File: src/rtl/msg_pkg.sv
// Shared constants, state type and message ROM contents
// for the ASCII message stream sequencer.
package msg_pkg;

  localparam int NUM_MSG = 4;
  localparam int MAX_LEN = 16;
  localparam int SEL_W   = 2;
  localparam int IDX_W   = 4;
  localparam int DIV_W   = 8;
  localparam int LEN_W   = IDX_W + 1;

  localparam logic [LEN_W-1:0] MSG_LEN [NUM_MSG] = '{
    5'd9, 5'd7, 5'd6, 5'd13
  };

  typedef enum logic [1:0] {
    IDLE = 2'd0,
    SHOW = 2'd1,
    GAP  = 2'd2
  } state_t;

  // First character sits in the most significant used byte.
  function automatic logic [8*MAX_LEN-1:0] msg_str(
    input logic [SEL_W-1:0] m
  );
    case (m)
      2'd0:    msg_str = {56'h0, "Guatemala"};
      2'd1:    msg_str = {72'h0, "Quetzal"};
      2'd2:    msg_str = {80'h0, "Zacapa"};
      default: msg_str = {24'h0, "Soy de Zacapa"};
    endcase
  endfunction

endpackage

File: src/rtl/msg_rom.sv
// Combinational message ROM: (msg, idx) -> (char, len).
// Indices past the message length return 0x00.
module msg_rom
  import msg_pkg::*;
(
  input  logic [SEL_W-1:0] msg,
  input  logic [IDX_W-1:0] idx,
  output logic [7:0]       ch,
  output logic [LEN_W-1:0] len
);

  logic [8*MAX_LEN-1:0] str;
  logic [LEN_W-1:0]     pos;
  logic [7:0]           sel_byte;

  assign len      = MSG_LEN[msg];
  assign str      = msg_str(msg);
  assign pos      = len - 1'b1 - {1'b0, idx};
  assign sel_byte = 8'(str >> {pos, 3'b000});
  assign ch       = ({1'b0, idx} < len) ? sel_byte : 8'h00;

endmodule

File: src/rtl/msg_stream_seq.sv
// Streams one stored ASCII message per start over valid/ready,
// with programmable gap, pause, abort and loop modes.
module msg_stream_seq #(
  parameter int NUM_MSG = msg_pkg::NUM_MSG,
  parameter int MAX_LEN = msg_pkg::MAX_LEN,
  parameter int SEL_W   = msg_pkg::SEL_W,
  parameter int DIV_W   = msg_pkg::DIV_W,
  parameter int IDX_W   = msg_pkg::IDX_W
) (
  input  logic             clk,
  input  logic             reset,
  input  logic [SEL_W-1:0] sel,
  input  logic             loop,
  input  logic             start,
  input  logic             stop,
  input  logic             pause,
  input  logic [DIV_W-1:0] gap,
  output logic [7:0]       out_data,
  output logic             out_valid,
  input  logic             out_ready,
  output logic             busy,
  output logic             done,
  output logic [IDX_W-1:0] char_idx
);

  import msg_pkg::*;

  localparam int LW = $clog2(MAX_LEN) + 1;

  state_t           state_q, state_d;
  logic [SEL_W-1:0] msg_q, msg_d;
  logic [SEL_W-1:0] sel_c, rom_msg;
  logic             loop_q, loop_d;
  logic [IDX_W-1:0] idx_q, idx_d;
  logic [IDX_W-1:0] nidx, rom_idx;
  logic [DIV_W-1:0] cnt_q, cnt_d;
  logic [7:0]       data_q, data_d;
  logic [7:0]       rom_ch;
  logic             valid_q, valid_d;
  logic             done_q, done_d;
  logic [LW-1:0]    rom_len;
  logic             last;

  assign sel_c = (int'(sel) >= NUM_MSG) ? '0 : sel;

  // ROM address points at whatever character is presented next.
  assign rom_msg = (state_q == IDLE) ? sel_c : msg_q;
  assign last    = ({1'b0, idx_q} == rom_len - 1'b1);
  assign nidx    = last ? '0 : idx_q + 1'b1;
  assign rom_idx = (state_q == SHOW) ? nidx :
                   (state_q == GAP)  ? idx_q : '0;

  msg_rom u_rom (
    .msg (rom_msg),
    .idx (rom_idx),
    .ch  (rom_ch),
    .len (rom_len)
  );

  always_comb begin
    state_d = state_q;
    msg_d   = msg_q;
    loop_d  = loop_q;
    idx_d   = idx_q;
    cnt_d   = cnt_q;
    data_d  = data_q;
    valid_d = valid_q;
    done_d  = 1'b0;
    unique case (state_q)
      IDLE: begin
        if (start) begin
          state_d = SHOW;
          msg_d   = sel_c;
          loop_d  = loop;
          idx_d   = '0;
          data_d  = rom_ch;
          valid_d = 1'b1;
        end
      end
      SHOW: begin
        if (stop) begin
          state_d = IDLE;
          valid_d = 1'b0;
          idx_d   = '0;
          data_d  = 8'h00;
          cnt_d   = '0;
        end else if (out_ready) begin
          if (last && !loop_q) begin
            state_d = IDLE;
            valid_d = 1'b0;
            idx_d   = '0;
            data_d  = 8'h00;
            done_d  = 1'b1;
          end else begin
            done_d = last;
            idx_d  = nidx;
            if (gap == '0 && !pause) begin
              data_d = rom_ch;
            end else begin
              state_d = GAP;
              valid_d = 1'b0;
              cnt_d   = gap;
            end
          end
        end
      end
      GAP: begin
        if (stop) begin
          state_d = IDLE;
          idx_d   = '0;
          data_d  = 8'h00;
          cnt_d   = '0;
        end else if (!pause) begin
          if (cnt_q <= DIV_W'(1)) begin
            state_d = SHOW;
            valid_d = 1'b1;
            data_d  = rom_ch;
          end else begin
            cnt_d = cnt_q - 1'b1;
          end
        end
      end
      default: state_d = IDLE;
    endcase
  end

  always_ff @(posedge clk) begin
    if (reset) begin
      state_q <= IDLE;
      msg_q   <= '0;
      loop_q  <= 1'b0;
      idx_q   <= '0;
      cnt_q   <= '0;
      data_q  <= 8'h00;
      valid_q <= 1'b0;
      done_q  <= 1'b0;
    end else begin
      state_q <= state_d;
      msg_q   <= msg_d;
      loop_q  <= loop_d;
      idx_q   <= idx_d;
      cnt_q   <= cnt_d;
      data_q  <= data_d;
      valid_q <= valid_d;
      done_q  <= done_d;
    end
  end

  assign out_data  = data_q;
  assign out_valid = valid_q;
  assign busy      = (state_q != IDLE);
  assign done      = done_q;
  assign char_idx  = idx_q;

endmodule

File: config.mk
export PLATFORM = sky130hd
export DESIGN_NAME = msg_stream_seq
export DESIGN_NICKNAME = d
export VERILOG_FILES = /design/src/rtl/msg_pkg.sv /design/src/rtl/msg_rom.sv /design/src/rtl/msg_stream_seq.sv
export SDC_FILE = /design/constraint.sdc
export NUM_CORES = 1
export LEC_CHECK = 0
export CAP_MARGIN = 5
export CORE_MARGIN = 2
export CORE_UTILIZATION = 30
export DETAILED_ROUTE_END_ITERATION = 7
export SYNTH_ARGS = -nofsm -noshare
export SYNTH_HDL_FRONTEND = slang
export SYNTH_HIERARCHICAL = 1
export SYNTH_SLANG_ARGS = --single-unit
File: constraint.sdc
create_clock -name clk -period 9.3 [get_ports clk]
set_input_delay 1.86 -clock clk [delete_from_list [all_inputs] [get_ports clk]]
set_output_delay 1.86 -clock clk [all_outputs]
set_load 0.05 [all_outputs]
Yosys cells after proc, flatten, opt, wreduce, memory -nomap -nowiden

Cells that the tools add are included.
Widths: inputs -> output; s select.

ROM bits: 0
Bits in latches: 0
Register bits after elaboration: 27
Bits in writable memories: 0
Output and inout port bits: 15
Memories kept: 0

Shifts and indexed selects: 1
Multipliers: 0
Mux-type cells: 51
Div/mod/pow operators: 0
Magnitude comparators: 3
Add/sub/neg operators: 4
Reduce and logical (&&, ||, !) cells: 17
Equal/unequal tests: 18
Bitwise operators: 3

Operators by type and width:

| cell                | number |
|---|---|
| $pmux 103 s3        | 1 |
| $mux 8              | 16 |
| $shr 103x8->8       | 1 |
| $mux 4              | 8 |
| $pmux 8 s3          | 1 |
| $mux 2              | 9 |
| $pmux 8 s2          | 1 |
| $ne 3x3->1 const B  | 5 |
| $pmux 4 s3          | 1 |
| $reduce_and 6->1    | 2 |
| $bmux 5 s2          | 1 |
| $mux 5              | 2 |
| $mux 1              | 9 |
| $le 8x1->1 const B  | 1 |
| $logic_not 8->1     | 1 |
| $ne 2x2->1 const B  | 4 |
| $sub 8x1->8 const B | 1 |
| $reduce_and 7->1    | 1 |
| $pmux 2 s3          | 1 |
| $eq 4x5->1          | 1 |
| $lt 4x5->1          | 1 |
| $reduce_and 5->1    | 1 |
| $sub 5x1->5 const B | 1 |
| $sub 5x4->5         | 1 |
| other kinds (19)    | 26 |

Logic depth before layout (Yosys ltp)

Depth in word-level cells: 18
Mapped depth: 24

Modules after synthesis

Netlist, hierarchy kept.

Modules (own cells, without submodules):

| module         | area each (sq um) | cells an instance | instances |
|---|---|---|---|
| msg_stream_seq | 1735.4            | 213               | 1 |
| msg_rom        | 810.8             | 115               | 1 |

Least setup slack after synthesis

Ideal clock, no wire load.

Kind: input -> register
Start point: in sel[0]
End point: reg data_q[2] (netlist: out_data[2])
Buffers on the path: 1
Arrival time: 5.618 ns
Setup slack: 3.621 ns
Stages: 20
Required time: 9.240 ns
Setup time: 0.060 ns
Cell sequence: mux2_2 -> inv_1 -> ha_1 -> inv_1 -> ha_1 -> nand4b_1 -> a21oi_1 -> o211ai_1 -> nand2_1 -> mux2i_1 -> inv_1 -> ha_1 -> inv_1 -> fa_1 -> and2b_1 -> nor3_1 -> or4_1 -> buf_2 -> a221oi_1 -> a22o_1

Longest elaborated chain between the ends: 17
Elaborated cells on any way between the ends: 29

Ends and longest elaborated chain:

| element                                       | RTL line              | source |
|---|---|---|
| from (decl)                                   | msg_stream_seq.sv:12  | `input logic [SEL_W-1:0] sel,` |
| $mux 2 (*)                                    | msg_stream_seq.sv:47  | `assign rom_msg = (state_q == IDLE) ? sel_c : msg_q;` |
| $not 2->3 (not written as such) (*)           | msg_rom.sv:16         | `assign len = MSG_LEN[msg];` |
| $bmux 5 s2 (*)                                | msg_rom.sv:16         |  |
| $mux 5 (not written as such) (*) (2 in a row) | msg_rom.sv:16         |  |
| net rom_len[1]                                | msg_stream_seq.sv:41  | `logic [LW-1:0] rom_len;` |
| $sub 5x1->5 (*)                               | msg_stream_seq.sv:48  | `assign last = ({1'b0, idx_q} == rom_len - 1'b1);` |
| $eq 4x5->1 (*)                                | msg_stream_seq.sv:48  |  |
| $mux 4 (*)                                    | msg_stream_seq.sv:49  | `assign nidx = last ? '0 : idx_q + 1'b1;` |
| [1 not listed]                                | n/a                   |  |
| net rom_idx[0]                                | msg_stream_seq.sv:35  | `logic [IDX_W-1:0] nidx, rom_idx;` |
| [1 not listed]                                | n/a                   |  |
| $shr 103x8->8                                 | msg_rom.sv:19         | `assign sel_byte = 8'(str >> {pos, 3'b000});` |
| $mux 8 (*)                                    | msg_rom.sv:20         | `assign ch = ({1'b0, idx} < len) ? sel_byte : 8'h00;` |
| net rom_ch[2]                                 | msg_stream_seq.sv:38  | `logic [7:0] rom_ch;` |
| $mux 8                                        | msg_stream_seq.sv:97  | `if (gap == '0 && !pause) begin` |
| $mux 8                                        | msg_stream_seq.sv:88  | `if (last && !loop_q) begin` |
| $mux 8                                        | msg_stream_seq.sv:87  | `end else if (out_ready) begin` |
| $mux 8                                        | msg_stream_seq.sv:81  | `if (stop) begin` |
| $pmux 8 s3 (*)                                | msg_stream_seq.sv:69  | `unique case (state_q)` |
| to (signal assigned)                          | msg_stream_seq.sv:143 | `data_q <= data_d;` |
| to (decl)                                     | msg_stream_seq.sv:37  | `logic [7:0] data_q, data_d;` |

The timed path passes the listed nets; every way through them passes the cells marked *. The select of a mux whose other input is x is not followed.
A chain may end at the register's enable or synchronous reset.

Final worst setup path

Start point: in sel[0]
End point: reg data_q[2] (netlist: out_data[2])

Longest elaborated chain between the ends: 17
Elaborated cells on any way between the ends: 29

Ends and longest elaborated chain:

| element                                       | RTL line             | source |
|---|---|---|
| $mux 2 (*)                                    | msg_stream_seq.sv:47 |  |
| net rom_msg[0]                                | msg_stream_seq.sv:32 | `logic [SEL_W-1:0] sel_c, rom_msg;` |
| $not 2->3 (not written as such) (*)           | msg_rom.sv:16        |  |
| $bmux 5 s2 (*)                                | msg_rom.sv:16        |  |
| $mux 5 (not written as such) (*) (2 in a row) | msg_rom.sv:16        |  |
| net rom_len[1]                                | msg_stream_seq.sv:41 |  |
| $sub 5x1->5 (*)                               | msg_stream_seq.sv:48 |  |
| $eq 4x5->1 (*)                                | msg_stream_seq.sv:48 |  |
| [2 not listed]                                | n/a                  |  |
| net rom_idx[0]                                | msg_stream_seq.sv:35 |  |
| [1 not listed]                                | n/a                  |  |
| $shr 103x8->8                                 | msg_rom.sv:19        |  |
| $mux 8 (*)                                    | msg_rom.sv:20        |  |
| net rom_ch[2]                                 | msg_stream_seq.sv:38 |  |
| $mux 8                                        | msg_stream_seq.sv:97 |  |
| $mux 8                                        | msg_stream_seq.sv:88 |  |
| $mux 8                                        | msg_stream_seq.sv:87 |  |
| $mux 8                                        | msg_stream_seq.sv:81 |  |
| $pmux 8 s3 (*)                                | msg_stream_seq.sv:69 |  |

Marks and branches as above.

==> impl_metrics.env <==
export IMPL_synth_edff_count=0
export IMPL_total_power_mw=0.8543
export IMPL_slew_headroom_pct=44.26
export IMPL_crit_family="adder cells"
export IMPL_grt_max_degree=22
export IMPL_viasPerCell=5.402
export IMPL_finalCritPeriodShare_pct=70.42
export IMPL_yosys_warnings=6
export IMPL_tritoncts="yes"
export IMPL_cts_resized=0
export IMPL_cts_hold_buf=0
export IMPL_post_drt_wl_per_cell_um=14.35
export IMPL_synth_ff_type="dfxtp_1"
export IMPL_multi_input_area_mm2=0.001843
export IMPL_setup_viol=0
export IMPL_rr_endpoint="out_data[2]"
export IMPL_regArea_um2=540.5
export IMPL_p_per_area_mw_per_mm2=288.8
export IMPL_dieWidth_um=96.13
export IMPL_grt_pass1_wl_um=10700
export IMPL_ff2ff_setup_slack_ns=3.84
export IMPL_syn_cell_area_mm2=0.002546
export IMPL_fin_setup_tns_ns=0
export IMPL_cp_data_arrival_time_ns=6.77
export IMPL_grt_pass1_vias=2279
export IMPL_dp_hpwl_um=5026
export IMPL_syn_inst=328
export IMPL_via_count=2447
export IMPL_pin_count=32
export IMPL_leakage_nw=1.125
export IMPL_place_area_mm2=0.002912
export IMPL_drv_slew=0
export IMPL_path_max_fanout=11
export IMPL_fin_worst_skew_ns=0.01727
export IMPL_critPathBufInv=5
export IMPL_worstPathRequired_ns=9.52
export IMPL_hold_viol=0
export IMPL_status="finished clean"
export IMPL_fmax_mhz=152.7
export IMPL_drc_errors=0
export IMPL_grt_usage_pct=14.14
export IMPL_grt_antenna_before_repair=0
export IMPL_ir_drop_uv=149.8
export IMPL_root_buffer="clkbuf_8"
export IMPL_drive_gt1_share_pct=4.885
export IMPL_rsz0062_at_grt="no"
export IMPL_cap_violations=0
export IMPL_overflow=0
export IMPL_min_from="msg_q[1]"
export IMPL_core_area_mm2=0.008217
export IMPL_cts_buffers=3
export IMPL_cpMostUsedCell="inv_1"
export IMPL_clock_sinks=27
export IMPL_r2r_cells=20
export IMPL_dr_first_iter_drc_count=129
export IMPL_synth_seq_cells=27
export IMPL_die_area_mm2=0.009240
export IMPL_synth_distinct_cells=59
export IMPL_port_buffers=31
export IMPL_worst_pin_slew_ns=0.8336
export IMPL_clockBufferDepth=2
export IMPL_end_kind="flop"
export IMPL_start_util_pct=30.99
export IMPL_die_y_um=96.13
export IMPL_crit_slowest_cell="xor2_1"
export IMPL_firstDrtPassIters=7
export IMPL_h_tree_depth=1
export IMPL_synthArstFlopShare_pct=0
export IMPL_layout_nets=391
export IMPL_rows=33
export IMPL_hold_path_class="reg2reg"
export IMPL_path_class="in2reg"
export IMPL_ant_nets=0
export IMPL_clock_latency_ns=0.28
export IMPL_post_cts_setup_buffers=0
export IMPL_min_period_ns=6.549
export IMPL_crit_path_max_incr_delay_ns=0.69
export IMPL_wl_um=6499
export IMPL_worstHoldEndpoint="msg_q[1]"
export IMPL_postSynthAreaPerCell_um2=7.763
export IMPL_crit_cells=19
export IMPL_fillers=834
export IMPL_min_path_cells=2
export IMPL_clkTransAtPathRegs_ns=0.09
export IMPL_ys_seq_area_share_pct=21.23
export IMPL_place_congestion=0.8388
export IMPL_start_kind="input port"
export IMPL_reg2reg_from="state_q[1]"
export IMPL_worstPathCellList="clkdlybuf4s50_1 > mux2_2 > inv_1 > ha_1 > inv_1 > xor2_1 > xnor2_1 > o211ai_1 > nand2_1 > mux2i_1 > inv_1 > ha_1 > inv_1 > fa_1 > xor2_1 > mux2i_1 > a22oi_1 > a221oi_1 > a22o_1"
export IMPL_antennaDiodeCount=0
export IMPL_fin_area_mm2=0.002958
export IMPL_areaGrowthSynthToFinish_pct=16.17
[sequential cells by signal, summed over array words and instances (netlist names)]
| name | flops |
|---|---|
| cnt_q | 8 |
| done | 1 |
| state_q | 2 |
| out_data | 8 |
| loop_q | 1 |
| out_valid | 1 |
| char_idx | 4 |
| msg_q | 2 |
[stage by stage]
step	utilization [%]	hold slack, ns	std cells	setup WS (ns)
after global placement	35.43	0.4503	449	2.689
final	36.00	0.4608	453	2.751
after global routing	36.00	0.4805	453	2.389
after CTS	36.00	0.4697	453	2.773
after floorplan	-	0.4338	329	3.621
after detailed placement	35.43	0.4563	449	2.506
[worst min-delay path, stage by stage (launching register included)]
cell and delay [ns]:
dfxtp_1 0.32, nand2_1 0.05, a21oi_1 0.05
[Yosys cell counts, drive strengths merged (2+ instances only)]
master,n,share of area (%)
or3,5,1.4
and3,3,0.74
nand3b,3,0.88
a21oi,23,4.5
a32oi,2,0.69
o22ai,2,0.49
nand4b,3,1.0
buf,7,1.8
xnor2,8,3.0
a311oi,5,1.7
nor3b,8,2.4
or4,3,1.0
xor2,4,1.4
o21ai,12,2.4
o221a,2,0.88
a221oi,5,1.7
nand3,12,2.4
nor4,6,2.1
a22o,10,3.4
nand2b,6,1.5
dfxtp,27,21
nand2,31,4.7
ha,24,12
a2111o,4,1.8
clkbuf,9,1.3
o211ai,3,1.1
nor4bb,2,0.79
o21a,2,0.59
mux2,2,0.88
a21o,2,0.59
a211o,2,0.69
nor2,32,4.7
nor3,13,2.6
a211oi,3,0.88
inv,23,3.4
nor2b,3,0.74
mux2i,4,1.6
[kinds of logic after synthesis]
logic type      Yosys count  synth area share [%]
fa+ha+maj                25                 12.58
other cells               1                0.1473
buf+inv                  39                 6.535
simple gates            135                 28.21
compound gates           83                 24.42
flops                    27                 21.23
mux                       6                 2.457
xor+xnor                 12                 4.423
[cell type report]
| type | instances | share of cell area [%] |
|---|---|---|
| Timing Repair Buffer | 31 | 10.49 |
| Tap cell | 105 | 4.442 |
| Clock buffer | 3 | 1.396 |
| Sequential cell | 27 | 18.27 |
| Clock inverter | 1 | 0.1692 |
| Multi-Input combinational cell | 263 | 62.31 |
| Inverter | 23 | 2.919 |
[cells in the final DEF, fill, tap and decap left out, types with 3 or more instances in the layout]
cell / Yosys / layout
nor4_1: 5 / 5
a211oi_1: 3 / 3
nand2b_1: 6 / 6
nor3_1: 13 / 13
nor2_1: 32 / 32
clkdlybuf4s50_1: 0 / 31
dfxtp_1: 27 / 27
o21ai_0: 10 / 10
a311oi_1: 5 / 5
nand4b_1: 3 / 3
clkbuf_8: 0 / 3
nand2_1: 30 / 30
a2111o_1: 4 / 4
or3_1: 4 / 4
ha_1: 24 / 24
nand3_1: 12 / 12
xnor2_1: 7 / 7
inv_1: 23 / 23
a22o_1: 10 / 10
a221oi_1: 5 / 5
nor3b_1: 8 / 8
a21oi_1: 23 / 23
mux2i_1: 4 / 4
xor2_1: 4 / 4
nand3b_1: 3 / 3
and3_1: 3 / 3
nor2b_1: 3 / 3
[power breakdown]
group          switching (mW)  total (mW)  internal [mW]
clock network          0.0402      0.0704         0.0301
registers              0.0210       0.163          0.142
logic                   0.380       0.621          0.240
total                   0.442       0.854          0.413
[routing by layer]
metal / share of wire [%] / wire length [um] / up-vias / GRT usage, %
met4: 0.57 / 37 / 0 / 2.857
li1: - / - / 1236 / -
met5: 0 / 0 / - / 0
met2: 46 / 2998 / 54 / 23.32
met1: 50 / 3241 / 1155 / 19.41
met3: 3.4 / 222 / 2 / 2.271
[worst max-delay path by stage]
stage                       end   start  slack [ns]
detailed placement  out_data[2]  sel[1]        2.51
global route        out_data[2]  sel[1]        2.39
global placement    out_data[2]  sel[0]        2.69
finish              out_data[2]  sel[0]        2.75
CTS                 out_data[2]  sel[0]        2.77
floorplan           out_data[2]  sel[0]        3.62
(Power assumes the default switching activity.)
